<file path="config.mk">
export PLATFORM = sky130hd
export DESIGN_NAME = load_store_unit
export DESIGN_NICKNAME = d
export VERILOG_FILES = /design/src/rtl/load_store_unit.sv
export SDC_FILE = /design/constraint.sdc
export NUM_CORES = 1
export LEC_CHECK = 0
export CORE_UTILIZATION = 37
export DETAILED_ROUTE_END_ITERATION = 8
export GPL_ROUTABILITY_DRIVEN = 0
export PLACE_DENSITY = 0.85
export SLEW_MARGIN = 10
export SYNTH_ARGS = -nofsm -noshare
export SYNTH_HDL_FRONTEND = slang
export SYNTH_SLANG_ARGS = --single-unit
</file>
<file path="constraint.sdc">
create_clock -name clk -period 2.2 [get_ports clk]
set_input_delay 0.66 -clock clk [delete_from_list [all_inputs] [get_ports clk]]
set_output_delay 0.66 -clock clk [all_outputs]
set_load 0.02 [all_outputs]
</file>
<file path="src/rtl/load_store_unit.sv">
// Single-outstanding load/store unit: issue handshake, memory request with timeout, load writeback.
// Optional store posting (one pending op behind a store) is enabled by defining LSU_STORE_POST_EN.
module load_store_unit #(
    parameter int ADDR_W = 16,
    parameter int DATA_W = 32,
    parameter int REG_W  = 4,
    parameter int TMO    = 255
) (
    input  logic              clk,
    input  logic              rst,
    input  logic              iss_valid,
    output logic              iss_ready,
    input  logic [3:0]        iss_op,
    input  logic [ADDR_W-1:0] iss_addr,
    input  logic [DATA_W-1:0] iss_wdata,
    input  logic [REG_W-1:0]  iss_rd,
    output logic              mem_req,
    output logic              mem_we,
    output logic [ADDR_W-1:0] mem_addr,
    output logic [DATA_W-1:0] mem_wdata,
    input  logic              mem_ack,
    input  logic [DATA_W-1:0] mem_rdata,
    output logic              wb_valid,
    output logic [REG_W-1:0]  wb_rd,
    output logic [DATA_W-1:0] wb_data,
    output logic              err_op,
    output logic              err_tmo
);
    localparam logic [1:0] IDLE = 2'd0;
    localparam logic [1:0] REQ  = 2'd1;
    localparam logic [1:0] WB   = 2'd2;

    localparam logic [3:0] OP_LOAD  = 4'b0010;
    localparam logic [3:0] OP_STORE = 4'b0100;

    localparam int CNT_W = $clog2(TMO + 1);

    logic [1:0]        state_q, state_d;
    logic [CNT_W-1:0]  cnt_q, cnt_d;
    logic [3:0]        op_q, op_d;
    logic [ADDR_W-1:0] addr_q, addr_d;
    logic [DATA_W-1:0] wdata_q, wdata_d;
    logic [REG_W-1:0]  rd_q, rd_d;
    logic [REG_W-1:0]  wb_rd_q, wb_rd_d;
    logic [DATA_W-1:0] wb_data_q, wb_data_d;
    logic              err_op_q, err_op_d;
    logic              err_tmo_q, err_tmo_d;
    // Keeps iss_ready low for the cycle that follows a reset edge.
    logic              rst_hold_q;

    logic              accept;
    logic              ready_state;
    logic              tmo_hit;
    logic              nxt_valid;
    logic [3:0]        nxt_op;
    logic [ADDR_W-1:0] nxt_addr;
    logic [DATA_W-1:0] nxt_wdata;
    logic [REG_W-1:0]  nxt_rd;

`ifdef LSU_STORE_POST_EN
    logic              pend_valid_q, pend_valid_d;
    logic [3:0]        pend_op_q, pend_op_d;
    logic [ADDR_W-1:0] pend_addr_q, pend_addr_d;
    logic [DATA_W-1:0] pend_wdata_q, pend_wdata_d;
    logic [REG_W-1:0]  pend_rd_q, pend_rd_d;

    assign ready_state = (state_q == IDLE) ||
                         (state_q == REQ && op_q == OP_STORE && !pend_valid_q);
`else
    assign ready_state = (state_q == IDLE);
`endif

    assign iss_ready = ready_state && !rst_hold_q;
    assign accept    = iss_valid && iss_ready;
    assign tmo_hit   = (cnt_q == CNT_W'(TMO - 1));

    assign mem_req   = (state_q == REQ);
    assign mem_we    = (state_q == REQ) && (op_q == OP_STORE);
    assign mem_addr  = addr_q;
    assign mem_wdata = wdata_q;
    assign wb_valid  = (state_q == WB);
    assign wb_rd     = wb_rd_q;
    assign wb_data   = wb_data_q;
    assign err_op    = err_op_q;
    assign err_tmo   = err_tmo_q;

    always_comb begin
        state_d   = state_q;
        cnt_d     = cnt_q;
        op_d      = op_q;
        addr_d    = addr_q;
        wdata_d   = wdata_q;
        rd_d      = rd_q;
        wb_rd_d   = wb_rd_q;
        wb_data_d = wb_data_q;
        err_op_d  = 1'b0;
        err_tmo_d = 1'b0;
        nxt_valid = 1'b0;
        nxt_op    = iss_op;
        nxt_addr  = iss_addr;
        nxt_wdata = iss_wdata;
        nxt_rd    = iss_rd;
`ifdef LSU_STORE_POST_EN
        pend_valid_d = pend_valid_q;
        pend_op_d    = pend_op_q;
        pend_addr_d  = pend_addr_q;
        pend_wdata_d = pend_wdata_q;
        pend_rd_d    = pend_rd_q;
`endif
        case (state_q)
            IDLE: nxt_valid = accept;
            REQ: begin
                if (mem_ack) begin
                    if (op_q == OP_LOAD) begin
                        state_d   = WB;
                        wb_data_d = mem_rdata;
                        wb_rd_d   = rd_q;
                    end else begin
                        state_d = IDLE;
                    end
                end else if (tmo_hit) begin
                    state_d   = IDLE;
                    err_tmo_d = 1'b1;
                end else begin
                    cnt_d = cnt_q + CNT_W'(1);
                end
`ifdef LSU_STORE_POST_EN
                // A store finishing (ack or abort) launches the queued op with no idle gap.
                if (op_q == OP_STORE && (mem_ack || tmo_hit)) begin
                    if (pend_valid_q) begin
                        nxt_valid    = 1'b1;
                        nxt_op       = pend_op_q;
                        nxt_addr     = pend_addr_q;
                        nxt_wdata    = pend_wdata_q;
                        nxt_rd       = pend_rd_q;
                        pend_valid_d = 1'b0;
                    end else begin
                        nxt_valid = accept;
                    end
                end else if (accept) begin
                    pend_valid_d = 1'b1;
                    pend_op_d    = iss_op;
                    pend_addr_d  = iss_addr;
                    pend_wdata_d = iss_wdata;
                    pend_rd_d    = iss_rd;
                end
`endif
            end
            WB:      state_d = IDLE;
            default: state_d = IDLE;
        endcase

        if (nxt_valid) begin
            if (nxt_op == OP_LOAD || nxt_op == OP_STORE) begin
                state_d = REQ;
                cnt_d   = '0;
                op_d    = nxt_op;
                addr_d  = nxt_addr;
                wdata_d = nxt_wdata;
                rd_d    = nxt_rd;
            end else begin
                err_op_d = 1'b1;
            end
        end
    end

    always_ff @(posedge clk) begin
        if (rst) begin
            state_q    <= IDLE;
            cnt_q      <= '0;
            op_q       <= '0;
            addr_q     <= '0;
            wdata_q    <= '0;
            rd_q       <= '0;
            wb_rd_q    <= '0;
            wb_data_q  <= '0;
            err_op_q   <= 1'b0;
            err_tmo_q  <= 1'b0;
            rst_hold_q <= 1'b1;
        end else begin
            state_q    <= state_d;
            cnt_q      <= cnt_d;
            op_q       <= op_d;
            addr_q     <= addr_d;
            wdata_q    <= wdata_d;
            rd_q       <= rd_d;
            wb_rd_q    <= wb_rd_d;
            wb_data_q  <= wb_data_d;
            err_op_q   <= err_op_d;
            err_tmo_q  <= err_tmo_d;
            rst_hold_q <= 1'b0;
        end
    end

`ifdef LSU_STORE_POST_EN
    always_ff @(posedge clk) begin
        if (rst) begin
            pend_valid_q <= 1'b0;
            pend_op_q    <= '0;
            pend_addr_q  <= '0;
            pend_wdata_q <= '0;
            pend_rd_q    <= '0;
        end else begin
            pend_valid_q <= pend_valid_d;
            pend_op_q    <= pend_op_d;
            pend_addr_q  <= pend_addr_d;
            pend_wdata_q <= pend_wdata_d;
            pend_rd_q    <= pend_rd_d;
        end
    end
`endif

endmodule
</file>
==> impl_results.md <==
- Status: complete, but fails checks
- Failing checks: setup timing
- Placement Setup Slack: -599 ps
- CTS tree: built
- CP Launch Type: register
- Vias in the first global route: between 3k and 4k
- Initial antenna violation count: 1
- Final setup margin: -8.10 ps
- I/O pin count: roughly 180
- WS Path Type: reg -> out
- Setup TNS: -8.10 ps
- Die width: slightly above 100 µm
- DRT antenna net count: 0
- CTS Buffer Depth: 2
- Root Driver: clkbuf_8
- Die height: 104 µm
- WP data arrival: between 1500 and 2000 ps
- Cts hold-fix bufs: 0
- LEAKAGE: approximately 2.1 nW
- Worst EP required: about 1500 ps
- P per Cell Area: between 500 and 600 nW/µm²
- Final Setup Violations: 1
- Inst Count DP: approximately 760
- Skew final: 9.99 ps
- Register area share after synthesis: 54.9%
- Syn_nets: 554
- Initial cell density of the core: ~39%
- Internal power: between 2 and 3 mW
- Sw frac: ~22%
- Syn. warnings: 0
- Final count of pins violating max slew: 0
- Least-Margin Pin Slew: between 300 and 400 ps
- Fin. Hold Viols: 0
- Ant diodes: 0
- Core area: 9910 µm²
- Drt first-iter violations: roughly 170
- All-layer global routing usage: 20.2%
- Via/cell ratio: 4.83
- Worst slew margin: around 74%
- Wirelength, routed: 11300 µm
- Multi-input logic area: ~1600 µm²
- Post-DP HPWL: 7630 µm
- Via count: around 3.8k
- CP Capture Type: output pin
- Maximum level of the CTS H-tree: 3
- Pin count of the biggest net entering global routing: between 70 and 80
- WL/cell: 14.4 µm
- Clk_lat worst skew: between 300 and 400 ps
- Worst min path class: reg -> reg
- Count of different cell masters after synthesis: 30
- Mean Syn Cell Area: ~8.3 µm²
- Psw: 0.743 mW
- Final Net Count: 743
- Synth area leaders: dfxtp_1 55%, nand2_1 18%, a21oi_1 12%, buf_6 3.5%, clkbuf_1 1.2%
- DIE AREA: 10800 µm²
- Area growth from synthesis to layout: 62.7%
- Yosys top cell area share: 54.9%
- Combinational Power Share: a little under 10%
- Sequential Power Share: 56.1%
- Overflow after GRT: 0
- FF-to-FF setup slack: around 120 ps
- Post-synth top area cell: dfxtp_1
- FF+latch area: 2100 µm²
- Final min period: 2210 ps
- Final period util: 100%
- Crit Path Max Fanout: 2
- Max Fclk: around 450 MHz
- Max_cap viols: 0
- Share of layout cells above drive strength 1: between 10% and 20%
- Synth Instances: 460
- Fin cells: roughly 800
- Cts bufs inserted: 9
- # rows: 36
- Worst vdd rail ir drop: between 0.3 and 0.4 mV
- Post-synthesis cell area: between 3000 and 4000 µm²
- Finished Core Util: between 60 and 70%
- I/O Buffers: between 150 and 200
- DRT Pass-1 Iters: 6
- DRC viols: 0
- Number of synthesized register bits: 105
- Clk pwr share: about a third
- First-pass GRT wire length: roughly 17000 µm
- Reg clk slew, reported paths: 80 ps
- Clock Sinks: around 110
- Unrepaired setup endpoints after global routing: true
- Filler Cell Count: approximately 850
power groups by stage:
| stage | Clock [mW] | Sequential (mW) | Combinational [mW] |
|---|---|---|---|
| global route | 1.29 | 1.93 | 0.358 |
| detailed placement | 0 | 1.97 | 0.314 |
| finish | 1.17 | 1.92 | 0.337 |
| CTS | 1.21 | 1.92 | 0.324 |
| global placement | 0 | 1.97 | 0.310 |
| floorplan | 0 | 1.98 | 0.0753 |
cell families (layout without fill, tap and decap cells):
family                   count (synthesis)  count (layout)  share of synthesized area [%]
AO/OA/AOI/OAI                           99              99                           13.4
XOR/XNOR                                 8               8                           1.83
adder cells (fa/ha/maj)                  2               2                          0.653
buffers and inverters                   33             227                           5.78
flip-flops                             105             105                           54.9
AND/OR/NAND/NOR                        213             213                           23.5
cells in the final DEF, fill, tap and decap left out, types with 2 or more instances in the layout:
| cell type | synthesis | final |
|---|---|---|
| a21oi_1 | 93 | 81 |
| clkbuf_8 | 0 | 10 |
| nor2_1 | 8 | 8 |
| dfxtp_1 | 105 | 104 |
| nand3_1 | 2 | 2 |
| ha_1 | 2 | 2 |
| a211oi_1 | 2 | 2 |
| xnor2_1 | 5 | 5 |
| buf_12 | 0 | 6 |
| clkbuf_1 | 12 | 4 |
| buf_6 | 12 | 5 |
| or4b_4 | 1 | 2 |
| xor2_1 | 3 | 3 |
| dlygate4sd2_1 | 0 | 3 |
| buf_4 | 0 | 14 |
| or3_1 | 2 | 2 |
| nand2_1 | 179 | 172 |
| nand2_2 | 2 | 5 |
| nand4_1 | 3 | 3 |
| nand2_4 | 0 | 4 |
| a21oi_2 | 3 | 15 |
| inv_1 | 3 | 3 |
| nor3_1 | 4 | 4 |
| nor2b_1 | 2 | 2 |
| clkdlybuf4s50_1 | 0 | 175 |
| clkbuf_16 | 0 | 2 |
what timing repair did:
item	in CTS	in global routing
pin swaps	2	9
gates resized for setup	12	33
setup buffers	3	0
endpoints found under the setup margin	70	57
gates cloned	2	3
layout make-up:
type | count | area share (%)
clock buffers | 14 | 2.45
clock inverters | 2 | 0.602
inverters | 3 | 0.181
multi-input cells | 322 | 25.8
flip-flops and latches | 105 | 33.7
well taps | 133 | 2.67
repair buffers | 208 | 34.6
cell usage after synthesis:
cell / number
nor3b_1: 2
nor4_4: 1
buf_6: 12
inv_1: 3
or4b_1: 1
nor3_2: 1
nand3_1: 2
or3b_2: 1
buf_2: 6
nand4_1: 3
a21oi_1: 93
nand2b_2: 1
xnor2_1: 5
nor4_1: 1
nor2b_1: 2
clkbuf_1: 12
or4_1: 1
nor3_1: 4
xor2_1: 3
or4b_4: 1
o21ai_0: 1
a211oi_1: 2
a21oi_2: 3
nand2_1: 179
dfxtp_1: 105
or3_1: 2
nand2_2: 2
nand4bb_1: 1
ha_1: 2
nor2_1: 8
registers in the layout, summed over array words and instances, names as in the netlist:
name        cells
mem_wdata      32
wb_data        32
mem_addr       16
cnt_q           8
op_q            4
rd_q            4
wb_rd           4
state_q         2
err_op          1
err_tmo         1
rst_hold_q      1
routing by layer:
metal	track usage (%)	part of all wire, %	up-vias
met1	22.4	41	1760
li1	-	-	1877
met2	35.0	50	150
met3	5.60	7.1	13
met4	10.6	1.8	0
met5	0	0	-
path summary, 6_finish.rpt:
path / from / endpoint / cells past startpoint
max: op_q[3] / mem_we / 3
min: op_q[0] / op_q[0] / 2
max reg2reg: state_q[1] / mem_wdata[23] / 8
min reg2reg: op_q[0] / op_q[0] / 2
through the flow:
step	cell area [µm²]	power, mW	hold WS (ps)
5_1_grt	6230	3.57	456
4_1_cts	6080	3.46	434
3_3_place_gp	5810	2.28	412
2_1_floorplan	3830	2.06	403
3_5_place_dp	5810	2.28	416
6_report	6230	3.43	435
worst max-delay path: stages (launching register included):
cell and delay, ps:
dfxtp_2 330, or4b_4 540, nor3b_2 170, buf_4 160
Note: power is estimated with default switching activity, not from simulation.
